===== src/rtl/iq_demod_pkg.sv =====
// Shared types and constants for the IQ pair framer and its sample bank.
// The optional IQ_FRAMER_SAT_EN build is handled in iq_sample_bank.
package iq_demod_pkg;

  localparam int SAMPLE_W    = 9;
  localparam int NUM_SAMPLES = 10;
  localparam int NUM_PAIRS   = 5;
  localparam int IDX_W       = 4;
  localparam int SEL_W       = 3;

  typedef logic signed [SAMPLE_W-1:0] sample_t;

  typedef enum logic {
    FILL  = 1'b0,
    DRAIN = 1'b1
  } framer_state_t;

  localparam sample_t SAMPLE_MIN = {1'b1, {(SAMPLE_W-1){1'b0}}};

  localparam logic [IDX_W-1:0] LAST_IDX = IDX_W'(NUM_SAMPLES - 1);
  localparam logic [SEL_W-1:0] LAST_SEL = SEL_W'(NUM_PAIRS - 1);

endpackage


===== src/rtl/iq_sample_bank.sv =====
// Ten-entry registered sample bank written by index.
// Build option IQ_FRAMER_SAT_EN folds the most negative sample onto -(2^(W-1)-1).
module iq_sample_bank
  import iq_demod_pkg::*;
(
  input  logic             clk,
  input  logic             nrst,
  input  logic             wr_en,
  input  logic [IDX_W-1:0] wr_idx,
  input  sample_t          wr_data,
  output sample_t          bank [NUM_SAMPLES]
);

`ifdef IQ_FRAMER_SAT_EN
  function automatic sample_t sat_sample(input sample_t s);
    sat_sample = (s == SAMPLE_MIN) ? sample_t'(SAMPLE_MIN + sample_t'(1)) : s;
  endfunction
`endif

  sample_t wr_val;
  sample_t bank_q [NUM_SAMPLES];
  sample_t bank_d [NUM_SAMPLES];

  always_comb begin
`ifdef IQ_FRAMER_SAT_EN
    wr_val = sat_sample(wr_data);
`else
    wr_val = wr_data;
`endif
  end

  always_comb begin
    for (int i = 0; i < NUM_SAMPLES; i++) begin
      bank_d[i] = bank_q[i];
      if (wr_en && (wr_idx == IDX_W'(i))) begin
        bank_d[i] = wr_val;
      end
    end
  end

  // bank registers: cleared only by reset, otherwise overwritten entry by entry
  always_ff @(posedge clk or negedge nrst) begin
    if (!nrst) begin
      for (int i = 0; i < NUM_SAMPLES; i++) begin
        bank_q[i] <= '0;
      end
    end else begin
      for (int i = 0; i < NUM_SAMPLES; i++) begin
        bank_q[i] <= bank_d[i];
      end
    end
  end

  assign bank = bank_q;

endmodule


===== src/rtl/iq_pair_framer.sv =====
// Collects ten serial I/Q samples, then presents them as five pairs under valid/ready.
// Build option IQ_FRAMER_SAT_EN (see iq_sample_bank) saturates -256 to -255 on write.
module iq_pair_framer #(
  parameter int SAMPLE_W = 9
) (
  input  logic                       clk,
  input  logic                       nrst,
  input  logic                       clear,
  input  logic signed [SAMPLE_W-1:0] in_sample,
  input  logic                       in_valid,
  output logic                       in_ready,
  output logic signed [SAMPLE_W-1:0] bank_0,
  output logic signed [SAMPLE_W-1:0] bank_1,
  output logic signed [SAMPLE_W-1:0] bank_2,
  output logic signed [SAMPLE_W-1:0] bank_3,
  output logic signed [SAMPLE_W-1:0] bank_4,
  output logic signed [SAMPLE_W-1:0] bank_5,
  output logic signed [SAMPLE_W-1:0] bank_6,
  output logic signed [SAMPLE_W-1:0] bank_7,
  output logic signed [SAMPLE_W-1:0] bank_8,
  output logic signed [SAMPLE_W-1:0] bank_9,
  output logic [2:0]                 sel,
  output logic                       pair_valid,
  input  logic                       pair_ready,
  output logic                       pair_last
);

  import iq_demod_pkg::*;

  framer_state_t    state_q, state_d;
  logic [IDX_W-1:0] idx_q, idx_d;
  logic [SEL_W-1:0] sel_q, sel_d;
  logic             wr_en;
  sample_t          bank [NUM_SAMPLES];

  // Handshake readiness is decoded from state only, so the accept terms below
  // reduce to the raw valid/ready inputs in the matching state.
  always_comb begin
    state_d = state_q;
    idx_d   = idx_q;
    sel_d   = sel_q;
    wr_en   = 1'b0;
    if (clear) begin
      state_d = FILL;
      idx_d   = '0;
      sel_d   = '0;
    end else begin
      case (state_q)
        FILL: begin
          if (in_valid) begin
            wr_en = 1'b1;
            if (idx_q == LAST_IDX) begin
              idx_d   = '0;
              sel_d   = '0;
              state_d = DRAIN;
            end else begin
              idx_d = idx_q + IDX_W'(1);
            end
          end
        end
        DRAIN: begin
          if (pair_ready) begin
            if (sel_q == LAST_SEL) begin
              sel_d   = '0;
              state_d = FILL;
            end else begin
              sel_d = sel_q + SEL_W'(1);
            end
          end
        end
        default: state_d = FILL;
      endcase
    end
  end

  always_ff @(posedge clk or negedge nrst) begin
    if (!nrst) begin
      state_q <= FILL;
      idx_q   <= '0;
      sel_q   <= '0;
    end else begin
      state_q <= state_d;
      idx_q   <= idx_d;
      sel_q   <= sel_d;
    end
  end

  iq_sample_bank u_bank (
    .clk     (clk),
    .nrst    (nrst),
    .wr_en   (wr_en),
    .wr_idx  (idx_q),
    .wr_data (sample_t'(in_sample)),
    .bank    (bank)
  );

  assign in_ready   = (state_q == FILL);
  assign pair_valid = (state_q == DRAIN);
  assign pair_last  = (state_q == DRAIN) && (sel_q == LAST_SEL);
  assign sel        = sel_q;

  assign bank_0 = bank[0];
  assign bank_1 = bank[1];
  assign bank_2 = bank[2];
  assign bank_3 = bank[3];
  assign bank_4 = bank[4];
  assign bank_5 = bank[5];
  assign bank_6 = bank[6];
  assign bank_7 = bank[7];
  assign bank_8 = bank[8];
  assign bank_9 = bank[9];

endmodule

===== config.mk =====
export PLATFORM = sky130hd
export DESIGN_NAME = iq_pair_framer
export DESIGN_NICKNAME = d
export VERILOG_FILES = /design/src/rtl/iq_demod_pkg.sv /design/src/rtl/iq_sample_bank.sv /design/src/rtl/iq_pair_framer.sv
export SDC_FILE = /design/constraint.sdc
export NUM_CORES = 1
export LEC_CHECK = 0
export CORE_MARGIN = 1
export CORE_UTILIZATION = 48
export DETAILED_ROUTE_END_ITERATION = 8
export HOLD_SLACK_MARGIN = 0.03
export PLACE_DENSITY_LB_ADDON = 0.25
export SYNTH_ARGS = -nofsm -noshare
export SYNTH_HDL_FRONTEND = slang
export SYNTH_SLANG_ARGS = --single-unit

===== constraint.sdc =====
create_clock -name clk -period 2.6 [get_ports clk]
set_clock_uncertainty 0.2 [all_clocks]
set_input_delay 0.26 -clock clk [delete_from_list [all_inputs] [get_ports clk]]
set_output_delay 0.26 -clock clk [all_outputs]
set_load 0.01 [all_outputs]

==> impl_metrics.env, run 1 <==
export IMPL_finalMaxSlewViolations=0
export IMPL_die_area_um2=8610
export IMPL_clock_latency_ps=350
export IMPL_dp_cells=457
export IMPL_ant_nets=0
export IMPL_met1Wirelength_mm=3.71
export IMPL_final_net_count=383
export IMPL_endpoint_kind="primary output"
export IMPL_fill_cells=615
export IMPL_grt_setup_unrepaired="no"
export IMPL_grt_pass1_wl_mm=13.5
export IMPL_ios=110
export IMPL_synth_cell_types=34
export IMPL_dieWidth_um=92.8
export IMPL_cts_htree_levels=3
export IMPL_clk_path_buf_depth=2
export IMPL_via_count=2465
export IMPL_path_max_fanout=5
export IMPL_finalSetupViolCount=0
export IMPL_period_needed_ps=2190
export IMPL_cts_resized=0
export IMPL_std_cell_rows=32
export IMPL_rr_startpoint="pair_valid"
export IMPL_fin_tns_setup_ps=0
export IMPL_required_ps=2140
export IMPL_synth_nets=274
export IMPL_drcViolationCount=0
export IMPL_placed_area_um2=5130
export IMPL_worst_r2r_path_depth=4
export IMPL_worstMarginPinSlew_ps=514
export IMPL_grt_max_degree=63
export IMPL_port_buffers=109
export IMPL_wl_per_cell_um=18.1
export IMPL_syn_area_um2=3960
export IMPL_routed_wl_mm=8.58
export IMPL_status="finished clean"
export IMPL_core_um2=7850
export IMPL_top_layer="met4"
export IMPL_initial_core_util_pct=50.4
export IMPL_dr_wl_met2_mm=4.30
export IMPL_cts_tree="yes"
export IMPL_total_power_mw=3.63
export IMPL_cts_made_buffers=9
export IMPL_worst_slack_ps=408
export IMPL_crit_arrival_ps=1730
export IMPL_clockRootBuffer="clkbuf_8"
export IMPL_drv_cap=0
export IMPL_reg2reg_setup_slack_ps=570
export IMPL_critPathLaunchType="flip-flop"
export IMPL_hp_class="in2async"
export IMPL_ys_ff_latch=98
export IMPL_slew_limit_headroom_pct=65.6
export IMPL_grt_use_total_pct=21.1
export IMPL_vdd_drop_max_uv=406
export IMPL_finalNonFillerCells=473
export IMPL_syn_avg_cell_area_um2=15.3
export IMPL_period_share_pct=84.3
export IMPL_area_delta_synth_final_pct=35.0
export IMPL_clock_sinks=98
export IMPL_gp_congestion=0.752
export IMPL_first_global_vias=2488
export IMPL_fmax_mhz=456
export IMPL_first_pass_iters=4
export IMPL_timing_hold_violations_final=0
export IMPL_final_area_um2=5350
export IMPL_cts_setup_buffers=0
export IMPL_antenna_found_initial=0
export IMPL_r2r_end="u_bank.bank[25]"
export IMPL_drt_iter0_drc=107
export IMPL_path_clk_slew_ps=90
export IMPL_grt_overflow_total=0
export IMPL_drive_above_1_share_pct=32.6
export IMPL_netlist_instances=258
export IMPL_antenna_cells=0
export IMPL_cellPowerDensity_nw_per_um2=679
export IMPL_routed_wl_met3_um=437
export IMPL_dieHeight_um=92.8
export IMPL_ys_seq_area_share_pct=61.9
export IMPL_path_class="reg2out"
export IMPL_ys_warn_count=0
export IMPL_viasPerCell=5.21
export IMPL_dp_hpwl_mm=5.99
export IMPL_place_ws_ps=302
export IMPL_p_leak_nw=2.44
==> routing by layer <==
| layer | global-route usage (%) | vias up |
|---|---|---|
| met5 | 0 | - |
| met4 | 8.08 | 0 |
| met3 | 4.93 | 10 |
| met2 | 34.8 | 61 |
| met1 | 27.0 | 1266 |
| li1 | - | 1128 |
==> worst max-delay path, stage by stage, from the launching register on <==
cell and delay, ps:
dfrtp_1 430, inv_1 70, ha_1 200, and3_1 160, clkdlybuf4s50_1 520
==> cell families (layout without fill, tap and decap cells) <==
group	Yosys count	count (layout)	synth area share (%)
AND/OR/NAND/NOR	32	32	6.23
flip-flops	98	98	61.9
XOR/XNOR	2	2	0.443
AO/OA/AOI/OAI	12	12	2.21
adder cells (fa/ha/maj)	2	2	0.632
multiplexers	90	90	25.6
buffers and inverters	22	135	2.94
==> what timing repair did <==
action	CTS	global route
endpoints found under the hold margin	36	0
endpoints found under the setup margin	0	0
hold buffers	1	0
==> power by group <==
group / internal (mW) / total, mW / leakage (nW) / switching [mW]
registers: 1.71 / 1.82 / 1.30 / 0.107
logic: 0.482 / 0.777 / 1.03 / 0.295
clock network: 0.536 / 1.04 / 0.0984 / 0.500
total: 2.73 / 3.63 / 2.44 / 0.902
==> metrics by stage <==
step / hold slack (ps) / util [%]
3_5_place_dp: 47.9 / 65.3
5_1_grt: 234 / 68.1
6_report: 204 / 68.1
3_3_place_gp: 49.8 / 65.3
2_1_floorplan: -236 / -
4_1_cts: 206 / 68.1
==> state kept, by name, summed over array words and instances (netlist names) <==
register	count
u_bank.bank	90
idx_q	4
sel	3
pair_valid	1
==> layout by cell type, fill, tap and decap left out, types with 4 or more instances in the layout <==
cell type | netlist | routed
mux2_2 | 90 | 90
clkdlybuf4s50_1 | 0 | 108
inv_1 | 5 | 5
buf_4 | 0 | 5
nand2_1 | 4 | 4
dfrtp_1 | 98 | 98
nor2_1 | 4 | 4
a21oi_1 | 4 | 4
clkbuf_8 | 0 | 9
nor2b_1 | 4 | 4
==> synth_stat cells <==
cell	instances	area share (%)
and3_2	2	0.38
mux2_2	90	26
xnor2_1	2	0.44
nor2b_1	4	0.63
buf_6	4	1.1
nor3b_2	1	0.32
a32o_1	1	0.25
o22ai_1	1	0.16
a21oi_1	4	0.51
nand3_2	1	0.25
and3_1	2	0.32
buf_1	9	0.85
nand2b_1	1	0.16
o31ai_1	1	0.19
dfrtp_1	98	62
buf_2	3	0.38
nand4b_1	1	0.22
and4bb_2	1	0.32
a211o_2	1	0.25
nand3_1	3	0.38
nand4_1	1	0.16
nor4b_4	1	0.60
clkbuf_1	1	0.095
a22o_1	2	0.44
nand3b_2	3	0.85
ha_1	2	0.63
nor4_4	1	0.54
nand2_1	4	0.38
a21o_1	1	0.19
o32ai_1	1	0.22
nor2_1	4	0.38
inv_1	5	0.47
or3_1	1	0.16
nand3b_1	1	0.19
==> worst max-delay path by stage <==
stage	startpoint	endpoint	slack, ps	cells after the start
3_5_place_dp	in_valid	u_bank.bank[89]	300	5
5_1_grt	sel[0]	pair_last	330	4
2_1_floorplan	idx_q[3]	u_bank.bank[27]	640	5
3_3_place_gp	clear	u_bank.bank[16]	320	5
6_report	sel[0]	pair_last	410	4
4_1_cts	sel[0]	pair_last	390	4
==> final cells by class <==
type                            count  area [um2]  share of cell area (%)
Clock buffer                       10         128                    2.39
Timing Repair Buffer              115        1150                    21.5
Tap cell                          102         128                    2.39
Sequential cell                    98        2450                    45.9
Multi-Input combinational cell    138        1390                    26.0
Inverter                            5        18.8                   0.351
Clock inverter                      5        80.1                    1.50
(Power assumes the default switching activity.)
==> run 2, diff against run 1 <==
--- a/config.mk
+++ b/config.mk
@@ -6,7 +6,7 @@
 export NUM_CORES = 1
 export LEC_CHECK = 0
 export CORE_MARGIN = 1
-export CORE_UTILIZATION = 48
+export CORE_UTILIZATION = 43
 export DETAILED_ROUTE_END_ITERATION = 8
 export HOLD_SLACK_MARGIN = 0.03
 export PLACE_DENSITY_LB_ADDON = 0.25
==> constraint.sdc (replaced) <==
create_clock -name clk -period 1.9 [get_ports clk]
set_clock_uncertainty 0.2 [all_clocks]
set_input_delay 0.19 -clock clk [delete_from_list [all_inputs] [get_ports clk]]
set_output_delay 0.19 -clock clk [all_outputs]
set_load 0.01 [all_outputs]
==> impl_metrics.env, run 2 (same netlist as run 1, synthesis figures left out) <==
export IMPL_placed_area_um2=5270
export IMPL_total_power_mw=4.84
export IMPL_gp_congestion=0.805
export IMPL_status="finished with violations"
export IMPL_worstMarginPinSlew_ps=571
export IMPL_period_needed_ps=1820
export IMPL_clock_latency_ps=360
export IMPL_path_clk_slew_ps=100
export IMPL_routed_wl_mm=9.04
export IMPL_p_leak_nw=2.55
export IMPL_dp_hpwl_mm=6.18
export IMPL_dp_cells=476
export IMPL_die_area_um2=9590
export IMPL_violations="design-rule violations"
export IMPL_clock_sinks=98
export IMPL_grt_setup_unrepaired="no"
export IMPL_final_common_cell="clkdlybuf4s50_1"
export IMPL_required_ps=1950
export IMPL_port_buffers=109
export IMPL_place_ws_ps=-292
export IMPL_finalMaxSlewViolations=0
export IMPL_worst_r2r_path_depth=4
export IMPL_slowest_stage="dfrtp_1"
export IMPL_grt_overflow_total=0
export IMPL_drive_above_1_share_pct=36.2
export IMPL_std_cell_rows=34
export IMPL_final_util_pct=62.5
export IMPL_ios=110
export IMPL_worst_slack_ps=84.1
export IMPL_grt_pass1_wl_mm=14.3
export IMPL_final_net_count=398
export IMPL_reg2reg_setup_slack_ps=80
export IMPL_antenna_cells=0
export IMPL_r2r_end="u_bank.bank[56]"
export IMPL_first_pass_iters=7
export IMPL_final_area_um2=5500
export IMPL_fmax_mhz=551
export IMPL_max_stage_delay_ps=420
export IMPL_drt_iter0_drc=76
export IMPL_viasPerCell=5.10
export IMPL_critPathLaunchType="flip-flop"
export IMPL_finalSetupViolCount=0
export IMPL_timing_hold_violations_final=0
export IMPL_antenna_found_initial=0
export IMPL_fin_tns_setup_ps=0
export IMPL_crit_path_start="idx_q[3]"
export IMPL_grt_max_degree=43
export IMPL_largest_reg_flops=90
export IMPL_crit_chain="nor4b_4, buf_4, and3_4, mux2_2"
export IMPL_cellPowerDensity_nw_per_um2=880
export IMPL_wl_per_cell_um=18.3
export IMPL_path_class="reg2reg"
export IMPL_whs_ps=121
export IMPL_via_count=2526
export IMPL_fill_cells=698
export IMPL_initial_core_util_pct=45.0
export IMPL_drcViolationCount=10
export IMPL_finalNonFillerCells=495
export IMPL_first_global_vias=2596
export IMPL_period_share_pct=95.6
export IMPL_hp_class="in2async"
export IMPL_area_delta_synth_final_pct=38.9
export IMPL_final_cell_mix="105 x clkdlybuf4s50_1, 97 x dfrtp_1, 90 x mux2_2, 17 x buf_4, 10 x clkbuf_8"
export IMPL_cts_htree_levels=3
export IMPL_core_um2=8810
export IMPL_drv_cap=0
export IMPL_ant_nets=0
export IMPL_crit_arrival_ps=1870
export IMPL_endpoint_kind="flip-flop"
export IMPL_vdd_drop_max_uv=416
export IMPL_grt_use_total_pct=19.8
export IMPL_path_max_fanout=9
export IMPL_dieHeight_um=98.0
export IMPL_clk_path_buf_depth=2
export IMPL_cts_tree="yes"
export IMPL_cts_made_buffers=9
export IMPL_rr_startpoint="idx_q[3]"
export IMPL_dieWidth_um=98.0
export IMPL_slew_limit_headroom_pct=61.8
export IMPL_clockRootBuffer="clkbuf_8"
[run 2: timing repair]
action | CTS | global route
resized for setup | 3 | 4
pin swaps | 0 | 1
hold buffers | 1 | 0
setup endpoints to repair | 3 | 24
endpoints found under the hold margin | 98 | 0
setup buffers | 2 | 0
[run 2: cell type report]
class | count | area, um2 | area share (%)
flip-flops and latches | 98 | 2450 | 44.6
repair buffers | 130 | 1300 | 23.6
clock inverters | 6 | 47.5 | 0.864
inverters | 5 | 18.8 | 0.341
clock buffers | 10 | 138 | 2.50
well taps | 108 | 135 | 2.46
multi-input cells | 138 | 1410 | 25.6
[run 2: worst max-delay path by stage]
| stage | end | slack [ps] | cells past startpoint |
|---|---|---|---|
| floorplan | u_bank.bank[27] | -1 | 5 |
| global placement | u_bank.bank[57] | -290 | 5 |
| detailed placement | u_bank.bank[57] | -290 | 5 |
| CTS | u_bank.bank[38] | 10 | 4 |
| global route | u_bank.bank[21] | 9 | 4 |
| finish | u_bank.bank[56] | 80 | 4 |
[run 2: worst max-delay path: cells and delay by family (launching register included)]
family                 cells  cell delay [ps]
multiplexers               1              360
flip-flops                 1              420
AND/OR/NAND/NOR            2              550
buffers and inverters      1              190
[run 2: power by group]
| group | total, mW | internal, mW | switching [mW] |
|---|---|---|---|
| logic | 1.09 | 0.674 | 0.412 |
| registers | 2.48 | 2.34 | 0.141 |
| clock network | 1.27 | 0.521 | 0.752 |
[run 2: per-layer routing]
metal / wire length (um) / global-route usage, % / vias to the layer above / share of wire (%)
li1: - / - / 1157 / -
met1: 4010 / 25.6 / 1280 / 44
met2: 4330 / 31.9 / 78 / 48
met3: 577 / 5.80 / 11 / 6.4
met4: 116 / 6.99 / 0 / 1.3
met5: 0 / 0 / - / 0
==> run 3, diff against run 2 <==
--- a/config.mk
+++ b/config.mk
@@ -5,6 +5,7 @@
 export SDC_FILE = /design/constraint.sdc
 export NUM_CORES = 1
 export LEC_CHECK = 0
+export CAP_MARGIN = 20
 export CORE_MARGIN = 1
 export CORE_UTILIZATION = 43
 export DETAILED_ROUTE_END_ITERATION = 8
==> results of run 3 <==
The final DEF is identical to that of run 2; final timing and power are the same.
